==> src/rtl/packer_pkg.sv <==
// Types shared by the byte-to-word packer and its output FIFO.
package packer_pkg;

  localparam int BYTES_PER_WORD = 4;

  typedef logic [2:0] bcount_t;

  typedef struct packed {
    int      data;
    bcount_t count;
    logic    last;
  } pword_t;

endpackage

==> src/rtl/pword_fifo.sv <==
// Circular-buffer FIFO of packed words; pointers wrap modulo OUT_DEPTH.
module pword_fifo
  import packer_pkg::*;
#(
  parameter int OUT_DEPTH = 2,
  localparam int CW = $clog2(OUT_DEPTH + 1),
  localparam int PW = $clog2(OUT_DEPTH)
) (
  input  logic          clk,
  input  logic          rst,
  input  logic          push,
  input  pword_t        din,
  input  logic          pop,
  output pword_t        head,
  output logic [CW-1:0] count,
  output logic          full
);

  localparam logic [1:0] F_EMPTY   = 2'd0;
  localparam logic [1:0] F_PARTIAL = 2'd1;
  localparam logic [1:0] F_FULL    = 2'd2;

  pword_t        mem [OUT_DEPTH];
  logic [PW-1:0] wptr;
  logic [PW-1:0] rptr;
  logic [1:0]    fstate;

  function automatic logic [PW-1:0] ptr_next(input logic [PW-1:0] p);
    return (p == PW'(OUT_DEPTH - 1)) ? '0 : p + 1'b1;
  endfunction

  always_comb begin
    fstate = F_PARTIAL;
    if (count == '0)
      fstate = F_EMPTY;
    else if (count == CW'(OUT_DEPTH))
      fstate = F_FULL;
  end

  assign full = (fstate == F_FULL);
  assign head = mem[rptr];

  // storage carries no reset; validity is tracked by count alone
  always_ff @(posedge clk) begin
    if (push)
      mem[wptr] <= din;
  end

  always_ff @(posedge clk) begin
    if (rst) begin
      wptr  <= '0;
      rptr  <= '0;
      count <= '0;
    end else begin
      if (push)
        wptr <= ptr_next(wptr);
      if (pop)
        rptr <= ptr_next(rptr);
      case ({push, pop})
        2'b10:   count <= count + 1'b1;
        2'b01:   count <= count - 1'b1;
        default: count <= count;
      endcase
    end
  end

endmodule

==> src/rtl/byte_word_packer.sv <==
// Assembles signed bytes little-endian into 32-bit words; in_last closes a
// partial word, sign-extended from its highest real byte.
module byte_word_packer
  import packer_pkg::*;
#(
  parameter int OUT_DEPTH      = 2,
  parameter int BYTES_PER_WORD = 4
) (
  input  logic               clk,
  input  logic               rst,
  input  logic               in_valid,
  output logic               in_ready,
  input  logic signed [7:0]  in_data,
  input  logic               in_last,
  output logic               out_valid,
  input  logic               out_ready,
  output logic signed [31:0] out_data,
  output logic [2:0]         out_count,
  output logic               out_last
);

  localparam int CW = $clog2(OUT_DEPTH + 1);

  if (BYTES_PER_WORD != packer_pkg::BYTES_PER_WORD) begin : g_bpw_chk
    $error("byte_word_packer: BYTES_PER_WORD must be 4");
  end
  if (OUT_DEPTH < 2 || OUT_DEPTH > 8) begin : g_depth_chk
    $error("byte_word_packer: OUT_DEPTH must be in 2..8");
  end

  logic signed [31:0] acc;
  logic [1:0]         idx;
  logic               rdy_en;
  logic               accept;
  logic               close;
  logic               fifo_full;
  logic [CW-1:0]      fifo_count;
  pword_t             push_word;
  pword_t             head;

  // Merge the current byte at idx; on a last byte, bytes above it copy its sign.
  function automatic logic signed [31:0] pad_word(input logic signed [31:0] a,
                                                  input logic signed [7:0]  b,
                                                  input logic [1:0]         i,
                                                  input logic               l);
    logic signed [31:0] w;
    w = a;
    w[8*i +: 8] = b;
    if (l) begin
      for (int k = 0; k < 4; k++) begin
        if (k > int'(i))
          w[8*k +: 8] = {8{b[7]}};
      end
    end
    return w;
  endfunction

  assign in_ready  = rdy_en && !fifo_full;
  assign accept    = in_valid && in_ready;
  assign close     = accept && ((idx == 2'd3) || in_last);
  assign out_valid = (fifo_count != '0);

  always_comb begin
    push_word       = '0;
    push_word.data  = pad_word(acc, in_data, idx, in_last);
    push_word.count = {1'b0, idx} + 3'd1;
    push_word.last  = in_last;
  end

  // assembly stage: idx==0 is IDLE, idx 1..3 is FILL
  always_ff @(posedge clk) begin
    if (rst) begin
      acc    <= '0;
      idx    <= '0;
      rdy_en <= 1'b0;
    end else begin
      rdy_en <= 1'b1;
      if (close) begin
        acc <= '0;
        idx <= '0;
      end else if (accept) begin
        acc[8*idx +: 8] <= in_data;
        idx             <= idx + 2'd1;
      end
    end
  end

  pword_fifo #(.OUT_DEPTH(OUT_DEPTH)) u_fifo (
    .clk   (clk),
    .rst   (rst),
    .push  (close),
    .din   (push_word),
    .pop   (out_valid && out_ready),
    .head  (head),
    .count (fifo_count),
    .full  (fifo_full)
  );

  // outputs read as zero whenever the FIFO is empty, including after reset
  assign out_data  = out_valid ? head.data  : '0;
  assign out_count = out_valid ? head.count : '0;
  assign out_last  = out_valid ? head.last  : 1'b0;

endmodule

==> config.mk <==
export PLATFORM = sky130hd
export DESIGN_NAME = byte_word_packer
export DESIGN_NICKNAME = d
export VERILOG_FILES = /design/src/rtl/packer_pkg.sv /design/src/rtl/pword_fifo.sv /design/src/rtl/byte_word_packer.sv
export SDC_FILE = /design/constraint.sdc
export NUM_CORES = 1
export LEC_CHECK = 0
export ABC_CLOCK_PERIOD_IN_PS = 5400
export BUFFER_PORTS_ARGS = -buffer_cell sky130_fd_sc_hd__buf_2
export CORE_ASPECT_RATIO = 1.1
export CORE_MARGIN = 2
export CORE_UTILIZATION = 45
export DETAILED_ROUTE_END_ITERATION = 10
export PLACE_DENSITY_LB_ADDON = 0.1
export SLEW_MARGIN = 10
export SYNTH_ARGS = -nofsm -noshare
export SYNTH_HDL_FRONTEND = slang
export SYNTH_SLANG_ARGS = --single-unit
==> constraint.sdc <==
create_clock -name clk -period 5.4 [get_ports clk]
set_input_delay 0.81 -clock clk [delete_from_list [all_inputs] [get_ports clk]]
set_output_delay 0.81 -clock clk [all_outputs]
set_load 0.005 [all_outputs]
### Word level (Yosys, flattened, before mapping)

Memories as Yosys holds them, arrays and structs flattened. A register that Yosys moved wholly into a read port is not among the register bits.
Cells that the tools add are included.

| cells by class | value |
|---|---|
| muxes and demuxes | 18 |
| add/subtract/negate cells | 7 |
| eq/ne operators | 5 |
| order comparisons | 3 |
| shift operators | 2 |
| reduce and logical (&&, ||, !) cells | 10 |

Operators with widths:

| kind | number |
|---|---|
| negation 5 -> 34 bit | 1 |
| variable shift 8 x 34 -> 32 bit (first input constant) | 1 |
| variable part select 8 x 34 -> 32 bit | 1 |
| bitwise mux 32 bit | 1 |
| 2-to-1 mux 32 bit | 1 |
| 2-to-1 mux 24 bit | 1 |
| 2-to-1 mux 8 bit | 3 |
| == test 2 bit (second input constant) | 4 |
| 2-to-1 mux 1 bit | 8 |
| adder 2 x 1 -> 2 bit (second input constant) | 2 |
| > comparator 2 bit (first input constant) | 2 |
| logical AND 1 bit | 4 |
| 2-to-1 mux 2 bit | 2 |
| one-hot mux 2 bit (2 select lines) | 1 |
| nonzero test 2 bit | 2 |
| adder 2 x 1 -> 3 bit (second input constant) | 1 |
| 2-to-1 mux 3 bit | 1 |
| adder 1 bit (second input constant) | 2 |
| == test 2 x 1 -> 1 bit (second input constant) | 1 |
| > comparator 1 x 2 -> 1 bit (first input constant) | 1 |
| logical NOT 2 bit | 1 |
| OR reduction 2 bit | 1 |
| subtractor 2 x 1 -> 2 bit (second input constant) | 1 |
| logical NOT 1 bit | 1 |
| logical OR 1 bit | 1 |

| storage, ports and cells | value |
|---|---|
| input port bits | 13 |
| bits in registers | 39 |
| output and inout bits | 38 |
| memory bits (writable) | 72 |
| memories kept | 1 |

Memory list:

| memory | depth | width | rd ports | clocked after memory_dff | wr ports | RTL line | source |
|---|---|---|---|---|---|---|---|
| u_fifo.mem | 2 | 36 | 1 | 1 | 1 | pword_fifo.sv:23 | `pword_t mem [OUT_DEPTH];` |

### Longest topological paths before layout

| depth | value |
|---|---|
| depth in word-level cells | 10 |
| gate-level depth with buffers | 8 |

### Cells and area by module

A second synthesis with hierarchy kept.

| unflattened totals | value |
|---|---|
| cells, all modules | 438 |
| area, all modules | 5178.7 um^2 |

Modules (own cells, without submodules):

| module | area each (um^2) | instances | seq. area each (um^2) | cells each |
|---|---|---|---|---|
| pword_fifo | 2791.4 | 1 | 2262.2 | 133 |
| byte_word_packer | 2387.3 | 1 | 700.7 | 305 |

### Worst setup path before layout

No wires, ideal clock.

| timing | value |
|---|---|
| kind | input to register |
| from | input port in_last |
| to | memory u_fifo.mem[0][0] (netlist bit) (enable) |
| stages on the path | 3 |
| setup slack | 383 ps |
| library setup time | 522 ps |
| arrival | 4494 ps |
| buffers on the path | 1 |
| required time | 4878 ps |
| path through | buf_6 nor2_1 nor4_1 |

| between the ends | value |
|---|---|
| word-level cells in the longest chain between the ends | 4 |

RTL lines:

| item | RTL line | source |
|---|---|---|
| start, declared | byte_word_packer.sv:14 | `input logic in_last,` |
| logical OR 1 bit | byte_word_packer.sv:60 | `assign close = accept && ((idx == 2'd3) \|\| in_last);` |
| logical AND 1 bit | byte_word_packer.sv:60 |  |
| 2-to-1 mux 1 bit | pword_fifo.sv:45 | `if (push)` |
| 2-to-1 mux 1 bit (implied by the code) | pword_fifo.sv:46 | `mem[wptr] <= din;` |
| end, declared | pword_fifo.sv:23 |  |

Every way passes these cells.

==> results.json <==
{
  "ant_nets": 0,
  "ys.warnings.count": 0,
  "yosysUniqueCellTypes": 42,
  "maxSlewHeadroom_pct": 17.2,
  "seqCellArea_mm2": 0.00296,
  "num_rows": 40,
  "vias": 3237,
  "track_usage_pct": 18.0,
  "yosysSeqAreaShare_pct": 60.2,
  "cts_setup_buffers": 0,
  "cts_sinks": 112,
  "n_antenna_cell": 0,
  "cts_resized": 0,
  "clkLatencyLatePin_ns": 0.35,
  "grt_pass1_vias": 3132,
  "cpPeakStageDelay_ns": 1.16,
  "fp.dieW_um": 104,
  "status": "complete, no violations",
  "place_congestion": 0.753,
  "drt_pass1_iterations": 4,
  "drt-total-wl_mm": 10.4,
  "first_iter_violations": 155,
  "numCtsBuffers": 9,
  "drc": 0,
  "worstPathMaxFanout": 36,
  "crit_slowest_cell": "dfxtp_2",
  "cp_top_family": "flip-flops",
  "htree_levels": 3,
  "io_pins": 51,
  "synth-main-ff-cell": "edfxtp_1",
  "grt-ovfl-total": 0,
  "min_path_type": "reg -> reg",
  "grt_antenna_before_repair": 0,
  "finalSetupViolCount": 0,
  "fillers": 995,
  "netlist_area_mm2": 0.00492,
  "worstMarginPinSlew_ns": 1.24,
  "die_h_um": 114,
  "yosys_register_bits": 112,
  "rsz0062_at_grt": "no",
  "ctsRootBufferMaster": "clkbuf_16",
  "grt_max_degree": 38,
  "rrSetupSlack_ns": 2.90,
  "dieArea_mm2": 0.0118,
  "grt_pass1_wl_mm": 16.4,
  "port_buffers": 50,
  "synth_edf_count": 72,
  "startpoint_type": "register",
  "vias_per_cell": 5.35,
  "syn_area_per_cell_um2": 11.9,
  "crit_buf_inv": 1,
  "max_cap_viol_count": 0,
  "synth_nets": 434,
  "cp_cell_sequence": "mux2i_1 > nor2_1 > buf_2",
  "drive_gt1_share_pct": 17.0,
  "area_growth_pct": 12.8,
  "finalCritPeriodShare_pct": 53.2,
  "finalHoldViolCount": 0,
  "final-max-slew-violation-count": 0,
  "cp.arrival_ns": 2.06,
  "min_period_ns": 2.87,
  "initial_core_util_pct": 45.6,
  "fin_skew_ns": 0.0105,
  "multi_input_area_mm2": 0.00178,
  "cts.path.max_buffers": 2,
  "syn-instance-count": 414,
  "vdd_drop_max_v": 0.000197,
  "hold_buffers": 0,
  "tns_ns": 0,
  "required_ns": 4.59,
  "clk_pin_slew_ns": 0.07,
  "endpoint_kind": "primary output",
  "async_reset_ff_share_pct": 0,
  "holdWs_ns": 0.467,
  "power.leakage_nw": 2.00,
  "max_freq_ghz": 0.348,
  "core_mm2": 0.0108,
  "path_class": "reg -> out",
  "dp_hpwl_mm": 6.38,
  "wl_per_cell_um": 17.1,
  "nets": 473,
  "p_per_area_mw_per_mm2": 345,
  "cts_tree": "built"
}
## per-stage QoR
stage / utilization [%] / instance area (um2) / setup slack [ns] / total power [W] / std cells
after floorplan: - / 4920 / 0.383 / 0.00117 / 414
after global placement: 48.6 / 5260 / 2.84 / 0.00127 / 589
after detailed placement: 48.6 / 5260 / 2.79 / 0.00127 / 589
after CTS: 51.4 / 5560 / 2.50 / 0.00193 / 605
after global routing: 51.4 / 5560 / 2.42 / 0.00199 / 605
final: 51.4 / 5560 / 2.53 / 0.00192 / 605
## per-layer routing
metal / part of all wire [%] / up-vias / track usage [%]
met5: 0 / - / 0
met4: 2.2 / 0 / 7.66
met3: 2.9 / 15 / 2.97
met2: 48 / 59 / 29.5
met1: 47 / 1586 / 23.9
li1: - / 1577 / -
## worst register-to-register path: stages, from the launching register on
cell and delay, ns:
dfxtp_1 0.56, inv_1 0.21, ha_1 0.48, nor4bb_4 0.56, and4_1 0.45, a22o_1 0.19
## final cells by class
class	count	share of cell area, %
Clock buffer	10	4.12
Clock inverter	6	1.24
Inverter	15	1.01
Multi-Input combinational cell	262	32.1
Sequential cell	112	53.3
Tap cell	147	3.31
Timing Repair Buffer	53	4.91
## registers in the layout, summed over array words and instances, names as in the netlist, named ones only
name and flops:
acc 32, idx 2, rdy_en 1, u_fifo.count 2, u_fifo.mem 72, u_fifo.rptr 1
u_fifo.wptr 1
## placed cells by master, fill, tap and decap left out, drive strengths merged, types with 3 or more instances in the layout
| cell | synthesis | final |
|---|---|---|
| a21oi | 3 | 3 |
| a22o | 11 | 11 |
| a2bb2o | 14 | 14 |
| a31oi | 25 | 25 |
| buf | 16 | 53 |
| clkbuf | 9 | 10 |
| clkinv | 0 | 3 |
| dfxtp | 40 | 40 |
| edfxtp | 72 | 72 |
| ha | 7 | 7 |
| inv | 15 | 16 |
| mux2i | 36 | 36 |
| nand2 | 39 | 39 |
| nand2b | 17 | 17 |
| nand3b | 4 | 4 |
| nor2 | 48 | 48 |
| nor2b | 8 | 8 |
| o21ai | 13 | 13 |
| o2bb2ai | 7 | 7 |
| or3 | 5 | 5 |
## cells in the mapped netlist (2+ instances only)
library cell	number	area share, %
nand2_1	39	3.0
clkbuf_1	9	0.69
xor2_1	2	0.36
a2bb2o_1	14	2.8
nand3_1	2	0.20
buf_4	3	0.46
ha_1	7	1.8
a22o_1	11	2.0
o2bb2ai_1	7	1.2
mux2i_1	36	7.3
nor4_1	2	0.25
nand2b_1	17	2.2
a31oi_4	2	0.86
a21oi_1	3	0.30
o221ai_1	2	0.36
nand4_1	2	0.25
and3_1	2	0.25
edfxtp_1	72	44
a31oi_2	2	0.51
or3_1	5	0.64
nand3b_1	4	0.61
inv_1	15	1.1
nor2b_1	8	1.0
a31oi_1	21	2.7
buf_6	2	0.46
and2_1	2	0.25
buf_2	10	1.0
o21ai_0	13	1.3
and3b_1	2	0.36
dfxtp_1	40	16
nor2_1	47	3.6
## power by group
group          switching, W  internal [W]  leakage (nW)
Combinational      0.000150      0.000120         0.877
Sequential        0.0000390      0.000939         0.981
Clock              0.000305      0.000363         0.143
Total              0.000495       0.00142          2.00
## path summary, 6_finish.rpt
check                      end  depth (start not counted)      from
setup / recovery  out_count[0]                          3  register
hold / removal         acc[27]                          1   acc[27]
setup reg to reg        acc[6]                          5    idx[0]
hold reg to reg        acc[27]                          1   acc[27]
## cell families after synthesis
kind of cell | synth area share, %
mux | 7.32
fa+ha+maj | 1.78
simple gates | 13.8
xor+xnor | 0.534
buf+inv | 3.84
flops | 60.2
compound gates | 12.6
Power figures use the tool's default switching activity.
